==> src/rtl/dec_rr_arbiter.sv <==
//------------------------------------------------------------------------------
// dec_rr_arbiter : round-robin arbiter, 16 requesters, index + one-hot grant.
// Optional forced release after MAX_HOLD cycles with `define DEC_ARB_TIMEOUT_EN.
// Revision: 1.0
//------------------------------------------------------------------------------
`default_nettype none

module dec_rr_arbiter #(
  parameter int MAX_HOLD = 64
) (
  input  logic        clk,
  input  logic        rst_n,
  input  logic [15:0] req,
  input  logic        done,
  output logic [15:0] grant,
  output logic [3:0]  gnt_idx,
  output logic        gnt_valid,
  output logic        timeout
);

  localparam logic [0:0] ST_IDLE = 1'b0;
  localparam logic [0:0] ST_BUSY = 1'b1;

  logic [0:0]  r_state;
  logic [3:0]  r_ptr;
  logic [15:0] r_grant;
  logic [3:0]  r_idx;
  logic        r_valid;

  logic [31:0] w_dbl;
  logic [15:0] w_rot;
  logic [3:0]  w_off;
  logic [3:0]  w_win_idx;
  logic [15:0] w_dec;
  logic        w_any_req;
  logic        w_norm_release;
  logic        w_force;
  logic        w_release;

  // Rotate requests so that bit 0 is the requester at the pointer; the
  // lowest set bit of the rotated vector is then the offset of the winner.
  assign w_dbl     = {req, req} >> r_ptr;
  assign w_rot     = w_dbl[15:0];
  assign w_any_req = |req;

  always_comb begin
    w_off = 4'd0;
    for (int k = 15; k >= 0; k--) begin
      if (w_rot[k]) begin
        w_off = 4'(k);
      end
    end
  end

  assign w_win_idx = r_ptr + w_off;

  generate
    for (genvar n = 0; n < 16; n++) begin : g_dec
      assign w_dec[n] = (w_win_idx == 4'(n));
    end
  endgenerate

  assign w_norm_release = done | ~req[r_idx];
  assign w_release      = w_norm_release | w_force;

  always_ff @(posedge clk or negedge rst_n) begin
    if (!rst_n) begin
      r_state <= ST_IDLE;
      r_ptr   <= 4'd0;
      r_grant <= 16'd0;
      r_idx   <= 4'd0;
      r_valid <= 1'b0;
    end else begin
      case (r_state)
        ST_IDLE: begin
          if (w_any_req) begin
            r_state <= ST_BUSY;
            r_grant <= w_dec;
            r_idx   <= w_win_idx;
            r_valid <= 1'b1;
          end
        end
        ST_BUSY: begin
          // gnt_idx deliberately keeps the last owner after release
          if (w_release) begin
            r_state <= ST_IDLE;
            r_grant <= 16'd0;
            r_valid <= 1'b0;
            r_ptr   <= r_idx + 4'd1;
          end
        end
        default: begin
          r_state <= ST_IDLE;
        end
      endcase
    end
  end

`ifdef DEC_ARB_TIMEOUT_EN
  localparam logic [7:0] C_HOLD_LAST = 8'(MAX_HOLD - 1);

  logic [7:0] r_hold;
  logic       r_timeout;

  // A normal release in the same cycle wins, so the force term excludes it.
  assign w_force = (r_state == ST_BUSY) && !w_norm_release && (r_hold == C_HOLD_LAST);

  always_ff @(posedge clk or negedge rst_n) begin
    if (!rst_n) begin
      r_hold    <= 8'd0;
      r_timeout <= 1'b0;
    end else begin
      r_timeout <= w_force;
      if (r_state == ST_IDLE || w_release) begin
        r_hold <= 8'd0;
      end else begin
        r_hold <= r_hold + 8'd1;
      end
    end
  end

  assign timeout = r_timeout;
`else
  localparam int c_unused_max_hold = MAX_HOLD;

  assign w_force = 1'b0;
  assign timeout = 1'b0;
`endif

  assign grant     = r_grant;
  assign gnt_idx   = r_idx;
  assign gnt_valid = r_valid;

endmodule

`default_nettype wire
==> config.mk <==
export PLATFORM = sky130hd
export DESIGN_NAME = dec_rr_arbiter
export DESIGN_NICKNAME = d
export VERILOG_FILES = /design/src/rtl/dec_rr_arbiter.sv
export SDC_FILE = /design/constraint.sdc
export NUM_CORES = 1
export LEC_CHECK = 0
export CORE_ASPECT_RATIO = 0.75
export CORE_MARGIN = 2
export CORE_UTILIZATION = 54
export CTS_CLUSTER_SIZE = 14
export DETAILED_ROUTE_END_ITERATION = 10
export HOLD_SLACK_MARGIN = 0.06
export PLACE_DENSITY = 0.92
export SYNTH_ARGS = -nofsm -noshare
export SYNTH_HDL_FRONTEND = slang
export SYNTH_SLANG_ARGS = --single-unit
==> constraint.sdc <==
create_clock -name clk -period 4.65 [get_ports clk]
set_input_delay 0.93 -clock clk [delete_from_list [all_inputs] [get_ports clk]]
set_output_delay 0.93 -clock clk [all_outputs]
set_load 0.1 [all_outputs]
==> impl_results.md, run 1 <==
- Core Util, Final: 0.746
- Fin Hold WS: 0.498 ns
- Xor and xnor fraction of the mapped netlist area: 0.0317
- Core Box Area: slightly above 4000 µm²
- Final #Nets: ~310
- GPL Wtd Cong: ~0.92
- Period utilisation layout: 0.999
- ANT nets after route: 0
- Die Y-Extent: around 60 µm
- Clk buf depth: 2
- Async set-reset flop share out of synthesis: 1.00
- Worst slack, placed: -0.168 ns
- DRC: 0
- Largest net degree at the start of global routing: 27
- Post-CTS Hold Buffers: 0
- Post-synth EDFFs: 0
- Layout cells sized above 1: 0.278
- CTS buffer count: 3
- Syn Inst Count: between 200 and 250
- I/O pin cnt: 41
- Initial Utilization: 0.579
- Remaining global-route overflow: 0
- Antenna violations before repair: 0
- Final min period: ~4.6 ns
- Finish-stage setup viols: 0
- Clk sinks: 26
- Vias post-DR: around 2.6k
- CTS H-tree depth: 1
- Syn Nets: 256
- Port-buffer cells: 39
- Most used cell, CP: nand2_1
- WL final: around 8600 µm
- N_diodes: 0
- Max Cap Viol: 0
- Clk_lat worst skew: roughly 0.28 ns
- GRT Resource Usage Total: 0.340
- Status: completed
- Worst path slowest cell: fa_2
- Post-Syn Area: 2410 µm²
- Min-delay src: grant[3]
- Post-synthesis adder-cell area fraction: 0.0291
- Avg Vias per Cell: approximately 7.4
- Hold Fails Final Rpt: 0
- Clk_skew: 0.0102 ns
- Compound-gate portion of the synthesized area: 0.145
- Main combinational cell family by area after synthesis: multiplexers
- CP Class: in2reg
- Slew headroom: 0.224
- R2R Path Start: r_ptr[0]
- Mean Syn Cell Area: 10.4 µm²
- YS warnings: 0
- CP peak stage delay: 0.60 ns
- DP HPWL: 5250 µm
- CP Capture Type: register
- Layout area overhead: 28.8%
- Max Fclk: 0.215 GHz
- Crit path launch type: input pin
- Sequential fraction of the synthesis area: 0.270
- Clk slew on worst S/H paths: 0.10 ns
- Critical Path, Cell by Cell: clkdlybuf4s50_1 -> buf_4 -> mux4_2 -> mux2i_1 -> nand2_1 -> a21oi_1 -> o311ai_0 -> and2_1 -> o31ai_2 -> ha_2 -> inv_1 -> fa_2 -> nand2_1 -> or3_4 -> o21ai_1
- Crit. Startpoint: req[2]
- FP Rows: 20
- Yosys cell types: slightly below 60
- CP arrival: approximately 4.9 ns
- Worst EP required: approximately 4.9 ns
- Top FF cell, synth: dfrtp_1
- Global-route wire length before repair: roughly 13000 µm
- Root buffer cell: clkbuf_8
- Hold Path Class: reg2reg
- Mux contribution to synthesized area: 0.311
- Synth Area in Simple Gates: 0.157
- Flops & latches, synth: 26
- Drt pass-1 iters: 6
- Number of global-route vias before repair: approximately 2.3k
- Fin. max-slew vios: 0
- Setup TNS: 0 ns
- Die footprint: 5010 µm²
- Slew @ Worst Pin: 1.16 ns
- 1st-iter DRT viols: approximately 580
- WL per Instance: approximately 25 µm
- PnR worst setup slack: ~0.0026 ns
- CTS tree: yes
- Worst Path Max Fanout: 5
- Die W: around 80 µm
-- synthesized netlist by cell type, types with 3 or more instances --
library cell	instances	share of area
nand2_1	30	0.047
dfrtp_1	26	0.27
o21ai_1	16	0.033
mux4_2	15	0.14
nand3_1	9	0.019
mux2i_1	8	0.033
inv_1	7	0.011
nor2_1	7	0.011
a21oi_1	6	0.012
mux2_1	6	0.028
mux2_2	6	0.028
mux4_1	6	0.066
o21ai_0	6	0.012
clkbuf_1	5	0.0078
nor3_1	5	0.010
a22o_1	4	0.015
ha_1	4	0.021
nand4_1	4	0.010
nor2b_1	4	0.010
nor4_1	4	0.010
buf_2	3	0.0062
or3_1	3	0.0078
xor2_1	3	0.011
-- critical path: cells and delay by family --
| family | cells | cell delay, ns |
|---|---|---|
| adder cells (fa/ha/maj) | 2 | 0.85 |
| AND/OR/NAND/NOR | 4 | 0.84 |
| AO/OA/AOI/OAI | 4 | 0.78 |
| multiplexers | 2 | 0.75 |
| buffers and inverters | 3 | 0.68 |
-- per-stage QoR --
stage	cells	area (µm²)
floorplan	232	2410
detailed placement	335	2950
CTS	342	3040
global route	343	3100
finish	343	3100
global placement	335	2950
-- registers in the layout, summed over array words and instances, names as in the netlist --
register	cells
grant	16
r_state	1
r_ptr	4
gnt_idx	4
gnt_valid	1
-- timing repair --
action / CTS / global route
gates resized for setup: 3 / 17
setup buffers: 3 / 1
endpoints found under the setup margin: 16 / 17
pin swaps: 2 / 3
-- layout make-up --
class	instances	area [µm²]
fill	254	1050
timing repair buffer	67	611
sequential	26	651
inverter	8	32.5
tap	55	68.8
multi-input combinational	183	1680
clock buffer	4	55.1
-- cell families (layout without fill, tap and decap cells) --
group | after synthesis | in the layout
compound gates | 51 | 51
xor+xnor | 7 | 7
fa+ha+maj | 5 | 5
buf+inv | 23 | 79
flops | 26 | 26
mux | 43 | 43
other cells | 1 | 1
simple gates | 76 | 76
-- path summary, 6_finish.rpt --
kind | to | slack, ns | cells past startpoint
min | grant[3] | 0.50 | 2
max reg2reg | grant[0] | 0.26 | 14
max | grant[0] | 0.003 | 15
max in group asynchronous | r_ptr[0] | 2.70 | 1
min reg2reg | grant[3] | 0.50 | 2
min in group asynchronous | grant[4] | 1.26 | 1
-- per-layer routing --
layer / vias to the layer above / GRT usage / part of all wire
li1: 995 / - / -
met1: 1185 / 0.455 / 0.35
met2: 285 / 0.573 / 0.45
met3: 85 / 0.0968 / 0.14
met4: 0 / 0.0605 / 0.062
met5: - / 0 / 0
-- cells in the final DEF (no fill, tap or decap), types with 3 or more instances in the layout --
cell	netlist	layout
nand4_1	4	4
mux2_1	6	6
mux2i_1	8	6
nor2b_1	4	3
mux4_2	15	17
buf_4	2	28
ha_1	4	3
dfrtp_1	26	26
inv_1	7	7
mux4_1	6	4
mux2_2	6	6
nor2_1	7	7
nor3_2	1	4
clkbuf_8	0	4
dlymetal6s2s_1	0	4
o21ai_1	16	16
a21oi_1	6	5
nand2_1	30	30
clkdlybuf4s50_1	0	35
nand3_1	9	9
o21ai_0	6	6
nor4_1	4	4
xnor2_2	1	3
a22o_1	4	4
Power of run 1 is not shown: default switching activity piles up to over one toggle a cycle in this logic, so the estimate is an artifact.
==> run 2, diff against run 1 <==
--- a/config.mk
+++ b/config.mk
@@ -7,11 +7,11 @@
 export LEC_CHECK = 0
 export CORE_ASPECT_RATIO = 0.75
 export CORE_MARGIN = 2
-export CORE_UTILIZATION = 54
+export CORE_UTILIZATION = 45
 export CTS_CLUSTER_SIZE = 14
 export DETAILED_ROUTE_END_ITERATION = 10
 export HOLD_SLACK_MARGIN = 0.06
-export PLACE_DENSITY = 0.92
+export PLACE_DENSITY = 0.8
 export SYNTH_ARGS = -nofsm -noshare
 export SYNTH_HDL_FRONTEND = slang
 export SYNTH_SLANG_ARGS = --single-unit
==> impl_results.md, run 2 (synthesis gave the netlist of run 1 again) <==
- Status: completed
- Layout cells sized above 1: 0.248 (-0.0295)
- Layout area overhead: 29.7%
- Vias post-DR: 2173 (-15%)
- Period utilisation layout: 0.965 (-0.0342)
- Reg2reg setup slack: 0.54 ns (+0.28 ns)
- Max Cap Viol: 0 (unchanged)
- Clk slew on worst S/H paths: 0.09 ns (about the same)
- Final #Nets: 315 (+0.64%)
- Port-buffer cells: 39 (unchanged)
- Worst Path Max Fanout: 4 (-1)
- Unrepaired setup endpoints after global routing: false
- DP HPWL: 4660 µm (-11%)
- Max Fclk: 0.223 GHz (+3.5%)
- Die footprint: 5950 µm² (+19%)
- Hold Path Class: reg2reg
- Number of global-route vias before repair: 2108 (-10%)
- Global-route wire length before repair: 10400 µm (-18%)
- Root buffer cell: clkbuf_8
- Most common cell after layout, fill and taps aside: clkdlybuf4s50_1
- Initial Utilization: 0.459 (-0.120)
- CP Class: in2reg
- Largest register FFs: 16 (unchanged)
- Slew headroom: 0.236 (+0.0122)
- N_diodes: 0 (unchanged)
- Core Box Area: 5240 µm² (+26%)
- Remaining global-route overflow: 0 (unchanged)
- Core Util, Final: 0.596 (-0.150)
- 1st-iter DRT viols: 185 (-68%)
- DRC: 0 (unchanged)
- Worst EP required: 4.84 ns (about the same)
- Final min period: 4.49 ns (-0.159 ns)
- CP Capture Type: register
- I/O pin cnt: 41 (unchanged)
- Clk_skew: 0.00359 ns (-0.00657 ns)
- Clk_lat worst skew: 0.27 ns (about the same)
- CP arrival: 4.68 ns (-0.17 ns)
- GPL Wtd Cong: 0.919 (+0.26%)
- Reg-to-reg endpoint: grant[12]
- Fillers: 431 (+70%)
- Reg area: 651 µm² (unchanged)
- Clk buf depth: 2 (unchanged)
- Clk sinks: 26 (unchanged)
- Footprint of the multi-input gates: 1660 µm² (-1.5%)
- Most frequent cells in the layout: 39 x clkdlybuf4s50_1, 30 x nand2_1, 30 x buf_4
- Drt pass-1 iters: 4 (-2)
- R2R Path Start: r_ptr[0]
- Slew @ Worst Pin: 1.14 ns (-0.0176 ns)
- GRT Resource Usage Total: 0.224 (-0.117)
- Reg2reg path depth: 13 (-1)
- CTS tree: yes
- WL per Instance: 17.4 µm (-31%)
- ANT nets after route: 0 (unchanged)
- Hold path depth: 2 (unchanged)
- Post-CTS Hold Buffers: 0 (unchanged)
- Min-delay src: grant[4]
- Largest net degree at the start of global routing: 27 (unchanged)
- CTS buffer count: 3 (unchanged)
- FP Rows: 23 (+15%)
- Finish-stage setup viols: 0 (unchanged)
- WL final: 6350 µm (-26%)
- Avg Vias per Cell: 5.95 (-20%)
- Die W: 88.4 µm (+9.1%)
- Antenna violations before repair: 0 (unchanged)
- CTS H-tree depth: 1 (unchanged)
- Fin. max-slew vios: 0 (unchanged)
- Hold Fails Final Rpt: 0 (unchanged)
- Hold EP: grant[4]
- Die Y-Extent: 67.3 µm (+8.9%)
- Crit path launch type: input pin
## run 2: cell type report
| class | count | share of cell area |
|---|---|---|
| sequential | 26 | 0.209 |
| inverter | 8 | 0.0104 |
| timing repair buffer | 69 | 0.197 |
| clock buffer | 3 | 0.0132 |
| clock inverter | 1 | 0.00962 |
| tap | 75 | 0.0301 |
| multi-input combinational | 183 | 0.531 |
## run 2: what timing repair did
| item | 4_1_cts | 5_1_grt |
|---|---|---|
| setup endpoints to repair | 0 | 17 |
| buffers inserted | 0 | 1 |
| resized for setup | 0 | 6 |
## run 2: per-layer routing
layer / up-vias / GRT usage / part of all wire
met3: 10 / 0.0342 / 0.052
li1: 1006 / - / -
met1: 1074 / 0.332 / 0.45
met2: 83 / 0.356 / 0.48
met5: - / 0 / 0
met4: 0 / 0.0360 / 0.012
## run 2: through the flow
| stage | TNS [ns] | instance area (µm²) | std cells | hold WS, ns | worst slack, ns |
|---|---|---|---|---|---|
| 6_report | 0 | 3120 | 365 | 0.493 | 0.162 |
| 5_1_grt | 0 | 3120 | 365 | 0.522 | 0.0223 |
| 4_1_cts | 0 | 3080 | 364 | 0.500 | 0.0538 |
| 3_5_place_dp | -0.380 | 3010 | 360 | 0.480 | -0.0610 |
| 3_3_place_gp | 0 | 3010 | 360 | 0.475 | 0.00146 |
| 2_1_floorplan | 0 | 2410 | 232 | 0.481 | 0.635 |
## run 2: worst max-delay path by stage
stage | startpoint | to | slack, ns
after global placement | req[4] | grant[10] | 0.001
final | req[4] | grant[12] | 0.16
after detailed placement | req[4] | grant[10] | -0.06
after global routing | req[4] | grant[6] | 0.02
after floorplan | req[13] | grant[1] | 0.63
after CTS | req[4] | grant[10] | 0.05
## run 2: critical path, stage by stage
cell	delay, ns
clkdlybuf4s50_1	0.45
mux4_1	0.55
a222oi_1	0.38
buf_4	0.19
o311ai_0	0.11
and2_1	0.22
o31ai_2	0.31
ha_1	0.24
inv_1	0.07
fa_1	0.56
nand2_1	0.09
or3_1	0.41
o21ai_1	0.16
Power of run 2 is left out for the same reason.
==> run 3, diff against run 2 <==
--- a/config.mk
+++ b/config.mk
@@ -7,11 +7,11 @@
 export LEC_CHECK = 0
 export CORE_ASPECT_RATIO = 0.75
 export CORE_MARGIN = 2
-export CORE_UTILIZATION = 45
+export CORE_UTILIZATION = 50
 export CTS_CLUSTER_SIZE = 14
 export DETAILED_ROUTE_END_ITERATION = 10
 export HOLD_SLACK_MARGIN = 0.06
-export PLACE_DENSITY = 0.8
+export PLACE_DENSITY = 0.76
 export SYNTH_ARGS = -nofsm -noshare
 export SYNTH_HDL_FRONTEND = slang
 export SYNTH_SLANG_ARGS = --single-unit
==> impl_results.md, run 3 (synthesis gave the netlist of run 1 again) <==
- Fin. max-slew vios: 0 (unchanged)
- Hold Fails Final Rpt: 0 (unchanged)
- Layout area overhead: 29.2%
- Number of global-route vias before repair: 2097 (-0.52%)
- Hold Path Class: reg2reg
- Most common cell after layout, fill and taps aside: clkdlybuf4s50_1
- Most frequent cells in the layout: 37 x clkdlybuf4s50_1, 33 x buf_4, 30 x nand2_1
- Unrepaired setup endpoints after global routing: false
- Finish-stage setup viols: 0 (unchanged)
- R2R Path Start: r_ptr[0]
- Worst EP required: 4.85 ns (about the same)
- Root buffer cell: clkbuf_8
- Fillers: 347 (-19%)
- Slew headroom: 0.260 (+0.0239)
- Clk slew on worst S/H paths: 0.09 ns (about the same)
- Final min period: 4.44 ns (-0.0450 ns)
- CP arrival: 4.65 ns (-0.03 ns)
- Clk_lat worst skew: 0.28 ns (about the same)
- Avg Vias per Cell: 6.18 (+3.8%)
- GPL Wtd Cong: 0.931 (+1.3%)
- Final #Nets: 318 (+0.95%)
- Clk_skew: 0.00327 ns (-0.000319 ns)
- Port-buffer cells: 39 (unchanged)
- Reg2reg path depth: 15 (+2)
- I/O pin cnt: 41 (unchanged)
- Hold path depth: 2 (unchanged)
- Global-route wire length before repair: 10500 µm (+1.5%)
- Antenna violations before repair: 0 (unchanged)
- Remaining global-route overflow: 0 (unchanged)
- Worst slack, placed: -0.182 ns (-0.121 ns)
- Max Cap Viol: 0 (unchanged)
- Die Y-Extent: 64.1 µm (-4.8%)
- Die W: 84.1 µm (-4.9%)
- CP Capture Type: register
- Period utilisation layout: 0.956 (-0.00967)
- 1st-iter DRT viols: 133 (-28%)
- Clk sinks: 26 (unchanged)
- Drt pass-1 iters: 4 (unchanged)
- Crit path launch type: input pin
- WL per Instance: 17.7 µm (+1.4%)
- GRT Resource Usage Total: 0.248 (+0.0239)
- DP HPWL: 4770 µm (+2.3%)
- PnR worst setup slack: 0.207 ns (+0.0450 ns)
- CTS tree: yes
- Reg-to-reg endpoint: grant[14]
- CP Class: in2reg
- Setup TNS: 0 ns (unchanged)
- Slew @ Worst Pin: 1.11 ns (-0.0363 ns)
- CP Capture Point: grant[8]
- Clk buf depth: 2 (unchanged)
- Initial Utilization: 0.529 (+0.0699)
- DRC: 0 (unchanged)
- CTS buffer count: 3 (unchanged)
- Max Fclk: 0.225 GHz (+1.0%)
- Layout cells sized above 1: 0.253 (+0.00428)
- Largest register FFs: 16 (unchanged)
- Status: completed
- Worst Path Max Fanout: 5 (+1)
- Core Box Area: 4550 µm² (-13%)
- Reg2reg setup slack: 0.63 ns (+0.09 ns)
- FP Rows: 21 (-8.7%)
- CTS H-tree depth: 1 (unchanged)
- Largest net degree at the start of global routing: 27 (unchanged)
- Crit. Startpoint: req[8]
- WL final: 6180 µm (-2.7%)
- Die footprint: 5390 µm² (-9.5%)
- Vias post-DR: 2162 (-0.51%)
- N_diodes: 0 (unchanged)
- ANT nets after route: 0 (unchanged)
[run 3: changes by cell type in the layout (fill, tap and decap cells not counted), sizes merged]
cell / change
buf: +3
clkdlybuf4s50: -2
dlymetal6s2s: +2
[run 3: cell type report]
type | instances | area, µm² | area share
Sequential cell | 26 | 651 | 0.209
Multi-Input combinational cell | 183 | 1640 | 0.528
Tap cell | 57 | 71.3 | 0.0229
Clock inverter | 1 | 30.0 | 0.00966
Inverter | 8 | 32.5 | 0.0105
Timing Repair Buffer | 72 | 643 | 0.207
Clock buffer | 3 | 41.3 | 0.0133
[run 3: repair_timing]
item / in CTS / in global routing
setup buffers: 0 / 0
hold buffers: 0 / 0
setup endpoints to repair: 0 / 17
gates resized for setup: 0 / 8
[run 3: per-layer routing]
layer	vias up	wire length (µm)	GRT usage
li1	1009	-	-
met1	1052	2790	0.363
met2	96	2880	0.392
met3	5	476	0.0413
met4	0	36	0.0504
met5	-	0	0
[run 3: critical path, stage by stage]
cell and delay, ns:
clkdlybuf4s50_1 0.48, buf_4 0.18, mux4_2 0.47, mux2_2 0.33, a211oi_1 0.23, a31o_2 0.14, o21ai_0 0.08, o31ai_1 0.32
ha_1 0.22, inv_1 0.06, fa_2 0.57, nand2_1 0.08, or3_1 0.41, o21ai_1 0.15
[run 3: how the worst min path moves through the flow]
stage / slack [ns] / from / end
after detailed placement: 0.48 / grant[13] / grant[13]
after floorplan: 0.48 / r_state / r_state
final: 0.49 / grant[13] / grant[13]
after global placement: 0.47 / grant[7] / grant[7]
after global routing: 0.52 / grant[4] / grant[4]
after CTS: 0.50 / grant[13] / grant[13]
[run 3: through the flow]
| stage | instances | cell area [µm²] | util | hold WS, ns |
|---|---|---|---|---|
| after global placement | 346 | 3020 | 0.663 | 0.473 |
| final | 350 | 3110 | 0.684 | 0.489 |
| after floorplan | 232 | 2410 | - | 0.481 |
| after global routing | 350 | 3110 | 0.684 | 0.524 |
| after CTS | 350 | 3090 | 0.679 | 0.496 |
| after detailed placement | 346 | 3020 | 0.663 | 0.476 |
Power of run 3 is left out for the same reason.
